`src/rtl/peek_fifo_stream_rd.sv`:
```
// Read-side controller for a peek FIFO: drains it into a two-entry registered
// output buffer and exposes a one-element lookahead to the downstream consumer.
//   state | meaning
//   EMPTY | no element buffered, out_val low
//   ONE   | r_head valid
//   TWO   | r_head and r_sec valid
module peek_fifo_stream_rd #(
  parameter int DATA_W = 32,
  parameter int ELS    = 4,
  parameter int ELS_W  = $clog2(ELS)
) (
  input  logic              clk,
  input  logic              rst_n,
  output logic              fifo_rd_req,
  input  logic [DATA_W-1:0] fifo_rd_data,
  input  logic [DATA_W-1:0] fifo_rd_data_next,
  input  logic [ELS_W:0]    fifo_num_els,
  output logic              fifo_clear,
  input  logic              flush,
  output logic              out_val,
  output logic [DATA_W-1:0] out_data,
  input  logic              out_rdy,
  output logic              out_next_val,
  output logic [DATA_W-1:0] out_next_data,
  output logic [ELS_W+1:0]  total_els
);

  typedef enum logic [1:0] {
    EMPTY = 2'd0,
    ONE   = 2'd1,
    TWO   = 2'd2
  } cnt_e;

  cnt_e              r_cnt;
  cnt_e              w_cnt_nxt;
  logic [DATA_W-1:0] r_head;
  logic [DATA_W-1:0] r_sec;
  logic [DATA_W-1:0] w_head_nxt;
  logic [DATA_W-1:0] w_sec_nxt;
  logic              w_acc;
  logic              w_fifo_has;
  logic              w_pop;
  logic [1:0]        w_cnt_bits;

  assign w_acc      = (r_cnt != EMPTY) & out_rdy;
  assign w_fifo_has = (fifo_num_els != '0);
  // Gating with rst_n keeps the FIFO from being popped while we are held in reset.
  assign w_pop      = rst_n & ~flush & w_fifo_has & ((r_cnt != TWO) | w_acc);

  always_ff @(posedge clk or negedge rst_n) begin
    if (!rst_n) begin
      r_cnt  <= EMPTY;
      r_head <= '0;
      r_sec  <= '0;
    end else begin
      r_cnt  <= w_cnt_nxt;
      r_head <= w_head_nxt;
      r_sec  <= w_sec_nxt;
    end
  end

  always_comb begin
    w_cnt_nxt  = r_cnt;
    w_head_nxt = r_head;
    w_sec_nxt  = r_sec;
    if (flush) begin
      w_cnt_nxt = EMPTY;
    end else begin
      case (r_cnt)
        EMPTY: begin
          if (w_pop) begin
            w_head_nxt = fifo_rd_data;
            w_cnt_nxt  = ONE;
          end
        end
        ONE: begin
          if (w_pop && !w_acc) begin
            w_sec_nxt = fifo_rd_data;
            w_cnt_nxt = TWO;
          end else if (w_pop && w_acc) begin
            w_head_nxt = fifo_rd_data;
          end else if (w_acc) begin
            w_cnt_nxt = EMPTY;
          end
        end
        TWO: begin
          if (w_acc) begin
            w_head_nxt = r_sec;
            if (w_pop) begin
              w_sec_nxt = fifo_rd_data;
            end else begin
              w_cnt_nxt = ONE;
            end
          end
        end
        default: w_cnt_nxt = EMPTY;
      endcase
    end
  end

  always_comb begin
    out_next_val  = 1'b0;
    out_next_data = r_sec;
    case (r_cnt)
      TWO: begin
        out_next_val  = 1'b1;
        out_next_data = r_sec;
      end
      ONE: begin
        if (w_fifo_has) begin
          out_next_val  = 1'b1;
          out_next_data = fifo_rd_data;
        end
      end
      EMPTY: out_next_data = fifo_rd_data_next;
      default: begin
        out_next_val  = 1'b0;
        out_next_data = r_sec;
      end
    endcase
  end

  assign w_cnt_bits  = r_cnt;
  assign fifo_rd_req = w_pop;
  assign fifo_clear  = flush;
  assign out_val     = (r_cnt != EMPTY);
  assign out_data    = r_head;
  assign total_els   = (ELS_W+2)'(w_cnt_bits) + (ELS_W+2)'(fifo_num_els);

endmodule

```
`config.mk`:
```
export PLATFORM = sky130hd
export DESIGN_NAME = peek_fifo_stream_rd
export DESIGN_NICKNAME = d
export VERILOG_FILES = /design/src/rtl/peek_fifo_stream_rd.sv
export SDC_FILE = /design/constraint.sdc
export NUM_CORES = 1
export LEC_CHECK = 0
export CAP_MARGIN = 5
export CORE_AREA = 2 2 94 96
export CTS_CLUSTER_DIAMETER = 60
export DETAILED_ROUTE_END_ITERATION = 8
export DIE_AREA = 0 0 96 98
export MAX_ROUTING_LAYER = met4
export PLACE_DENSITY = 0.89
export SYNTH_ARGS = -nofsm -noshare
export SYNTH_HDL_FRONTEND = slang
export SYNTH_SLANG_ARGS = --single-unit
```
`constraint.sdc`:
```
create_clock -name clk -period 5.1 [get_ports clk]
set_clock_uncertainty 0.1 [all_clocks]
set_input_delay 1.02 -clock clk [delete_from_list [all_inputs] [get_ports clk]]
set_output_delay 1.02 -clock clk [all_outputs]
set_load 0.02 [all_outputs]
```
# After elaboration in Yosys (flattened, before gate mapping)
# Index checks and enable logic that the tools add are counted.
dict set report word_totals {
  in_bits 71
  ff_bits 66
}
dict set report classes {
  addsub 1
  mux 20
  bitwise 6
  eq_ne 14
  n_reduce_logical 11
}
# operator count
set op_table {}
lappend op_table {{32-bit 2-to-1 mux} 7}
lappend op_table {{32-bit case mux with 2 select lines} 2}
lappend op_table {{32-bit case mux with 3 select lines} 1}
lappend op_table {{2-bit 2-to-1 mux} 7}
lappend op_table {{2-bit != test, second input constant} 7}
lappend op_table {{5-bit AND reduction} 2}
lappend op_table {{3-bit != test, second input constant} 3}
lappend op_table {{4-bit != test, second input constant} 2}
lappend op_table {{2-bit case mux with 3 select lines} 1}
lappend op_table {{6-bit AND reduction} 1}
lappend op_table {{3-bit nonzero test} 2}
lappend op_table {{2-bit by 3-bit adder with 4-bit output} 1}
lappend op_table {{1-bit bitwise AND} 4}
lappend op_table {{2-bit nonzero test} 2}
lappend op_table {{2-bit by 1-bit equality test with 1-bit output, second input constant} 1}
lappend op_table {{2-bit equality test, second input constant} 1}
lappend op_table {{1-bit logical AND} 2}
lappend op_table {{2-bit logical NOT} 1}
lappend op_table {{1-bit case mux with 2 select lines} 1}
lappend op_table {{1-bit logical NOT} 1}
lappend op_table {{1-bit 2-to-1 mux} 1}
lappend op_table {{1-bit inverter} 1}
lappend op_table {{1-bit OR} 1}

# Logic depth before layout (Yosys ltp)
# Gate-level depths: netlist of the first run.
dict set report depth {
  ltp_word 9
  mapped_depth 8
}

# Least setup slack after synthesis of the first run
# OpenSTA, ideal clock, no wires.
dict set report synth_path {
  path_kind {input to output}
  startpoint {input fifo_num_els[1]}
  endpoint {output out_next_data[0]}
  arrival_time_ps 2207
  t_required_ps 3980
  setup_slack_ps 1773
  path_stages 6
  cell_sequence {or3_1 > buf_2 > clkbuf_1 > nand2_1 > a21boi_0 > a221o_1}
}
dict set report synth_between {
  elab_chain_cells 3
}
# item line
set synth_rtl {}
lappend synth_rtl {{from (decl)} 17} ;# input logic [ELS_W:0] fifo_num_els,
lappend synth_rtl {{3-bit nonzero test} 46} ;# assign w_fifo_has = (fifo_num_els != '0);
lappend synth_rtl {{32-bit 2-to-1 mux} 110} ;# if (w_fifo_has) begin
lappend synth_rtl {{32-bit case mux with 2 select lines} 104} ;# case (r_cnt)
lappend synth_rtl {{to (decl)} 24} ;# output logic [DATA_W-1:0] out_next_data,
# No other way between the ends.

# Final worst setup path of the first run
# Ends and elaborated chain as after synthesis.

==> PnR_summary.wiki, run 1 <==
{| class="wikitable"
! Metric !! Value
|-
| Number of H-tree levels || 3
|-
| Data required time of the worst path || 3.98 ns
|-
| Total CTS buffers || 9
|-
| Worst slack at placement || 0.7484 ns
|-
| Hold-fix buffers, CTS || 0
|-
| Crit Path Class || in -> out
|-
| Post-synthesis area per instance || between 10 and 15 sq um
|-
| Final worst-path cycle share || 0.8544
|-
| Worst stage delay on the critical path || ~0.55 ns
|-
| RSZ-0062 raised after global routing || false
|-
| Min Tclk post-route || approximately 4.4 ns
|-
| Remaining antenna violation count after routing || 0
|-
| Pwr Total || around 2400 uW
|-
| Count of state elements after synthesis || 66
|-
| Slew Limit Fails || 0
|-
| Critical path arrival || approximately 3.2 ns
|-
| Height of the die || slightly below 100 um
|-
| Die width || 96 um
|-
| Core outline area || 8466 sq um
|-
| Cell type contributing the most total cell area after synthesis || sky130_fd_sc_hd__dfrtp_1
|-
| Sequential-to-total area share from yosys stat || 0.3990
|-
| Worst hold path type || reg -> reg
|-
| Skew-Pair Late Insertion Delay || ~0.34 ns
|-
| Largest net degree at the start of global routing || 69
|-
| Cell leakage power || 0.002379 uW
|-
| Via count || 3470
|-
| Distinct cells, synth || 35
|-
| Area used by sequential logic in the layout || between 1500 and 2000 sq um
|-
| Post-synthesis async set-or-reset flop share || 1.000
|-
| Slew @ Worst Pin || about 1.1 ns
|-
| Most frequent cells in the layout || 141 x sky130_fd_sc_hd__clkdlybuf4s50_1, 66 x sky130_fd_sc_hd__dfrtp_1, 65 x sky130_fd_sc_hd__nand2_1, 65 x sky130_fd_sc_hd__mux2_2, 33 x sky130_fd_sc_hd__a21boi_0
|-
| Worst voltage drop across the vdd grid || between 0.2 and 0.3 mV
|-
| Half-perimeter wire length after placement || approximately 7.5 mm
|-
| Result of the run || finished clean
|-
| Net count after synthesis || around 450
|-
| Start point of the worst hold path || out_data[22]
|-
| Final net count || between 500 and 600
|-
| Number of clock sinks || 66
|-
| Via count of the first global-routing pass || between 3000 and 4000
|-
| Cell at the slowest stage of the critical path || sky130_fd_sc_hd__clkdlybuf4s50_1
|-
| Number of rows created at floorplan || 34
|-
| Critical Path, Cell by Cell || clkdlybuf4s50_1 > or3_1 > buf_4 > nand2_1 > a21boi_0 > a221o_1 > clkdlybuf4s50_1
|-
| Final setup violating endpoints || 0
|-
| YS warnings || 0
|-
| Area of combinational cells with multiple inputs || 2345 sq um
|-
| Drc violations || 0
|-
| Boundary Pins || 143
|-
| Launch point of the worst reg-to-reg path || r_cnt[0]
|-
| Dominant cells by area after synthesis || sky130_fd_sc_hd__dfrtp_1 40%, sky130_fd_sc_hd__mux2_2 18%, sky130_fd_sc_hd__mux2_4 11%, sky130_fd_sc_hd__a221o_1 7.7%, sky130_fd_sc_hd__a21boi_0 6.0%
|-
| Max transition margin || 0.2666
|-
| Root buffer cell || sky130_fd_sc_hd__clkbuf_8
|-
| Final-layout fill cell count || 648
|-
| Setup Buffers After CTS || 0
|-
| Number of maximum-capacitance violations || 0
|-
| Max frequency || between 0.2 and 0.25 GHz
|-
| DR pass1 iterations || 4
|-
| Sum of negative setup slack || 0 ns
|-
| Clock transition at the register clock pins on the worst setup and hold paths after CTS || around 0.07 ns
|-
| Worst Setup Slack, final || 0.7424 ns
|-
| Detail-routed net length per standard cell || about 18 um
|-
| Number of enable-type register cells in the synthesized netlist || 0
|-
| Total overflow reported by the global router || 0
|-
| Routability cong. || between 0.8 and 0.9
|-
| Global-route wire length before repair || ~18 mm
|-
| Biggest fanout along the worst timing path || 35
|-
| Post-detailed-routing wire length || 11.23 mm
|-
| Final Hold Fails || 0
|-
| Number of cells upsized or downsized after cts || 0
|-
| Effective utilization at floorplan || 0.4889
|-
| Maximum count of clock buffers along a single path || 2
|-
| Ratio of cells with drive above 1 in the final layout || 0.2530
|-
| Dominant synthesized flop cell || sky130_fd_sc_hd__dfrtp_1
|-
| First element of the critical path || fifo_num_els[1]
|-
| Critical path capture point type || primary output
|-
| Initial drt markers || 188
|-
| Cell area after synthesis || slightly above 4000 sq um
|-
| CP startpoint kind || primary input
|-
| Dominant cell type by count on the critical path || sky130_fd_sc_hd__clkdlybuf4s50_1
|-
| Reg2reg setup slack || 1.78 ns
|-
| Total Die Area || 9408 sq um
|-
| Area growth from synthesis to final layout || 40.66%
|-
| Via density || between 5 and 6
|-
| Port bufs || 142
|-
| Synth Instances || 367
|-
| Pwr dens || a little over 400 nW/um^2
|-
| Commonest non-fill, non-tap cell in the layout || sky130_fd_sc_hd__clkdlybuf4s50_1
|-
| Fraction of synthesized cell area taken by the top area cell type || 0.3990
|-
| Antenna violations before repair || 1
|-
| Overall fraction of global-route tracks in use || 0.2584
|-
| CTS tree || yes
|}
==> cell usage after synthesis, types with 2 or more instances <==
library cell and instances:
sky130_fd_sc_hd__o2111ai_1 2, sky130_fd_sc_hd__a221o_1 32, sky130_fd_sc_hd__nor2_1 4, sky130_fd_sc_hd__nand2_1 65
sky130_fd_sc_hd__a21oi_1 2, sky130_fd_sc_hd__mux2_4 30, sky130_fd_sc_hd__nor3b_1 2, sky130_fd_sc_hd__buf_6 3
sky130_fd_sc_hd__dfrtp_1 66, sky130_fd_sc_hd__a21boi_0 33, sky130_fd_sc_hd__inv_1 7, sky130_fd_sc_hd__buf_2 5
sky130_fd_sc_hd__ha_1 6, sky130_fd_sc_hd__nor2b_1 3, sky130_fd_sc_hd__or3_1 2, sky130_fd_sc_hd__mux2_2 65
sky130_fd_sc_hd__clkbuf_1 21, sky130_fd_sc_hd__nand4_1 2
==> stage by stage <==
step | instances | instance area, sq um | hold WS [ns] | utilization
floorplan | 367 | 4139 | 0.4049 | -
global placement | 594 | 5639 | 0.3943 | 0.6661
detailed placement | 594 | 5639 | 0.3930 | 0.6661
CTS | 610 | 5819 | 0.4199 | 0.6874
global route | 611 | 5822 | 0.4361 | 0.6877
finish | 611 | 5822 | 0.4183 | 0.6877
==> state kept, by name, indices dropped and copies added (netlist names) <==
| name | flops |
|---|---|
| r_sec | 32 |
| r_cnt | 2 |
| out_data | 32 |
==> layout make-up <==
cell class | count | share of cell area
flip-flops and latches | 66 | 0.2837
multi-input cells | 264 | 0.4028
inverters | 7 | 0.004513
clock buffers | 10 | 0.02364
diodes | 1 | 0.0004298
well taps | 108 | 0.02321
clock inverters | 6 | 0.007307
repair buffers | 149 | 0.2545
==> path summary, 6_finish.rpt <==
path / to / cells after the start
max in group asynchronous: r_sec[13] / 2
min: out_data[22] / 1
min reg2reg: out_data[22] / 1
min in group asynchronous: r_sec[27] / 2
max: out_next_data[0] / 7
max reg2reg: out_data[22] / 7
==> layer usage <==
| layer | share of wire | track usage | up-vias |
|---|---|---|---|
| met3 | 0.056 | 0.05247 | 9 |
| met1 | 0.43 | 0.3250 | 1729 |
| met4 | 0.0088 | 0.06923 | 0 |
| met2 | 0.51 | 0.4220 | 126 |
| met5 | 0 | - | - |
| li1 | - | - | 1606 |
==> cell families (layout without fill, tap and decap cells) <==
logic type               Yosys count  after routing  synth area share
AO/OA/AOI/OAI                     78             78            0.1617
multiplexers                      96             96            0.2884
XOR/XNOR                           1              1          0.002116
flip-flops                        66             66            0.3990
buffers and inverters             37            172           0.04142
other                              0              1                 0
adder cells (fa/ha/maj)            7              7           0.02297
AND/OR/NAND/NOR                   82             82           0.08433
==> power by group <==
| part | internal [uW] | switching, uW |
|---|---|---|
| sequential | 734 | 186 |
| clock | 189 | 213 |
| combinational | 603 | 459 |
==> worst max-delay path: cells and delay by family <==
| kind | cells | cell delay [ns] |
|---|---|---|
| and+or+nand+nor | 2 | 0.51 |
| AOI/OAI and AO/OA | 2 | 0.37 |
| buffers and inverters | 3 | 1.33 |
Power figures use the tool's default switching activity.
==> run 2, diff against run 1 <==
--- a/config.mk
+++ b/config.mk
@@ -6,12 +6,12 @@
 export NUM_CORES = 1
 export LEC_CHECK = 0
 export CAP_MARGIN = 5
-export CORE_AREA = 2 2 94 96
+export CORE_AREA = 2 2 103 105
 export CTS_CLUSTER_DIAMETER = 60
 export DETAILED_ROUTE_END_ITERATION = 8
-export DIE_AREA = 0 0 96 98
+export DIE_AREA = 0 0 105 107
 export MAX_ROUTING_LAYER = met4
-export PLACE_DENSITY = 0.89
+export PLACE_DENSITY = 0.79
 export SYNTH_ARGS = -nofsm -noshare
 export SYNTH_HDL_FRONTEND = slang
 export SYNTH_SLANG_ARGS = --single-unit
==> constraint.sdc (replaced) <==
create_clock -name clk -period 3.9 [get_ports clk]
set_clock_uncertainty 0.1 [all_clocks]
set_input_delay 0.78 -clock clk [delete_from_list [all_inputs] [get_ports clk]]
set_output_delay 0.78 -clock clk [all_outputs]
set_load 0.02 [all_outputs]
==> PnR_summary.wiki, run 2 (synthesis gave the netlist of run 1 again) <==
{| class="wikitable"
! Metric !! Value
|-
| Result of the run || finished clean
|-
| Worst stage delay on the critical path || 0.54 ns (about the same)
|-
| Relative contribution of the clock network to total power || 0.175 (+0.006)
|-
| Root buffer cell || sky130_fd_sc_hd__clkbuf_8
|-
| Critical path arrival || 2.88 ns (-0.36 ns)
|-
| Boundary Pins || 143 (unchanged)
|-
| Area used by sequential logic in the layout || 1652 sq um (unchanged)
|-
| RSZ-0062 raised after global routing || false
|-
| Final setup violating endpoints || 0 (unchanged)
|-
| Share of power burned in registers || 0.382 (-0.004)
|-
| Final worst-path cycle share || 0.9644
|-
| Pwr dens || 530.0 nW/um^2 (+29%)
|-
| Number of maximum-capacitance violations || 0 (unchanged)
|-
| Largest net degree at the start of global routing || 69 (unchanged)
|-
| Area growth from synthesis to final layout || 42.96%
|-
| Core outline area || 10090 sq um (+19%)
|-
| Slew Limit Fails || 0 (unchanged)
|-
| Post-placement cell count || 626 (+5.4%)
|-
| Post-Route Utilization || 0.5863 (-0.1014)
|-
| Via count || 3478 (+0.23%)
|-
| Total CTS buffers || 9 (unchanged)
|-
| Effective utilization at floorplan || 0.4101 (-0.07880)
|-
| Detail-routed net length per standard cell || 18.07 um (-1.7%)
|-
| Crit Path Class || in -> out
|-
| Die width || 105 um (+9.4%)
|-
| Via density || 5.409 (-4.8%)
|-
| DR pass1 iterations || 4 (unchanged)
|-
| Global-route wire length before repair || 18.50 mm (+0.60%)
|-
| Worst voltage drop across the vdd grid || 0.2824 mV (+11%)
|-
| Height of the die || 107 um (+9.2%)
|-
| Placement-stage cell area || 5724 sq um (+1.5%)
|-
| Worst hold path type || reg -> reg
|-
| Remaining antenna violation count after routing || 0 (unchanged)
|-
| Final net count || 580 (+0.87%)
|-
| Max transition margin || 0.2450 (-0.02156)
|-
| Half-perimeter wire length after placement || 7.642 mm (+1.5%)
|-
| Launch point of the worst reg-to-reg path || r_cnt[1]
|-
| Max frequency || ~0.27 GHz
|-
| Initial drt markers || 152 (-19%)
|-
| Skew-Pair Late Insertion Delay || 0.33 ns (about the same)
|-
| Number of cells on the worst hold path || 1 (unchanged)
|-
| Overall fraction of global-route tracks in use || 0.2118 (-0.04662)
|-
| Sum of negative setup slack || 0 ns (unchanged)
|-
| Slew @ Worst Pin || 1.128 ns (+0.03222 ns)
|-
| CP startpoint kind || primary input
|-
| Combinational Power Share || 0.443 (-0.002)
|-
| Critical path capture point type || primary output
|-
| Worst min-delay path endpoint || out_data[21]
|-
| Most frequent cells in the layout || 140 x sky130_fd_sc_hd__clkdlybuf4s50_1, 66 x sky130_fd_sc_hd__dfrtp_1, 65 x sky130_fd_sc_hd__nand2_1, 65 x sky130_fd_sc_hd__mux2_2, 33 x sky130_fd_sc_hd__a21boi_0
|-
| Cell Count, Final, Fillers Out || 643 (+5.2%)
|-
| Worst reg-to-reg path cell count || 6 (-1)
|-
| Routability cong. || 0.8131 (-5.5%)
|-
| Post-detailed-routing wire length || 11.62 mm (+3.4%)
|-
| CTS tree || yes
|-
| Ratio of cells with drive above 1 in the final layout || 0.2544 (+0.001450)
|-
| Number of rows created at floorplan || 37 (+8.8%)
|-
| Biggest fanout along the worst timing path || 35 (unchanged)
|-
| Switching fraction of total power || 0.3468 (-0.01307)
|-
| Cell at the slowest stage of the critical path || sky130_fd_sc_hd__clkdlybuf4s50_1
|-
| Antenna violations before repair || 0 (-1)
|-
| Worst flop-to-flop path endpoint || r_sec[13]
|-
| Commonest non-fill, non-tap cell in the layout || sky130_fd_sc_hd__clkdlybuf4s50_1
|-
| Data required time of the worst path || 3.02 ns (-0.96 ns)
|-
| Number of H-tree levels || 3 (unchanged)
|-
| Net Sw Power || 1088 uW (+27%)
|-
| Clock transition at the register clock pins on the worst setup and hold paths after CTS || 0.06 ns (about the same)
|-
| Number of diodes || 0 (-1)
|-
| Drc violations || 0 (unchanged)
|-
| Min Tclk post-route || approximately 3.8 ns
|-
| Final Hold Fails || 0 (unchanged)
|-
| Final-layout fill cell count || 903 (+39%)
|-
| Dominant cell type by count on the critical path || sky130_fd_sc_hd__clkdlybuf4s50_1
|-
| Internal power contribution || 2048 uW (+34%)
|-
| Start point of the worst hold path || out_data[21]
|-
| Critical Path, Cell by Cell || clkdlybuf4s50_1 > or3_1 > buf_12 > nand2_1 > a21boi_0 > a221o_1 > clkdlybuf4s50_1
|-
| Port bufs || 142 (unchanged)
|-
| Reg2reg setup slack || 0.52 ns (-1.26 ns)
|-
| Final non-filler cell area || 5917 sq um (+1.6%)
|-
| Total overflow reported by the global router || 0 (unchanged)
|-
| Maximum count of clock buffers along a single path || 2 (unchanged)
|-
| Number of clock sinks || 66 (unchanged)
|-
| Via count of the first global-routing pass || 3656 (-2.5%)
|-
| Total Die Area || 11240 sq um (+19%)
|-
| Cell leakage power || 0.002421 uW (+1.8%)
|-
| Area of combinational cells with multiple inputs || 2364 sq um (+0.80%)
|}
-- run 2: repair_timing --
| item | 4_1_cts | 5_1_grt |
|---|---|---|
| endpoints found under the setup margin | 0 | 31 |
| gates resized for setup | 0 | 2 |
| buffers inserted | 0 | 0 |
| hold buffers | 0 | 0 |
-- run 2: routing by layer --
layer	global-route usage	vias to the layer above	part of all wire
li1	-	1612	-
met1	0.2592	1757	0.44
met2	0.3641	99	0.51
met3	0.03161	10	0.038
met4	0.06381	0	0.010
met5	-	-	0
-- run 2: cell type report --
type                       count  area share
sequential                    66      0.2791
tap                          136     0.02876
inverter                       7    0.004441
timing repair buffer         153      0.2580
clock buffer                  13     0.02347
multi-input combinational    265      0.3995
clock inverter                 3    0.006767
-- run 2: worst max-delay path by stage --
stage | endpoint | from
detailed placement | out_next_data[6] | fifo_num_els[0]
CTS | out_next_data[30] | r_cnt[1]
global placement | out_next_data[6] | fifo_num_els[1]
global route | out_next_data[18] | fifo_num_els[1]
floorplan | out_next_data[0] | fifo_num_els[1]
finish | out_next_data[1] | fifo_num_els[0]
-- run 2: per-stage QoR --
stage	total power [uW]	hold slack (ns)	setup slack, ns
final	3136	0.4147	0.1389
after global routing	3300	0.4305	0.03870
after CTS	3160	0.4180	0.05764
after detailed placement	2592	0.3967	0.1604
after global placement	2552	0.3957	0.2050
after floorplan	1960	0.3844	1.053
-- run 2: power by group through the flow --
stage          logic (uW)  registers [uW]  clock network (uW)
2_1_floorplan         665            1290                   0
3_3_place_gp         1370            1190                   0
3_5_place_dp         1390            1200                   0
4_1_cts              1400            1190                 569
5_1_grt              1470            1230                 595
6_report             1390            1200                 548
-- run 2: critical path: cells and delay by family --
family	cells	cell delay, ns
compound gates	2	0.36
simple gates	2	0.48
buf+inv	3	1.25
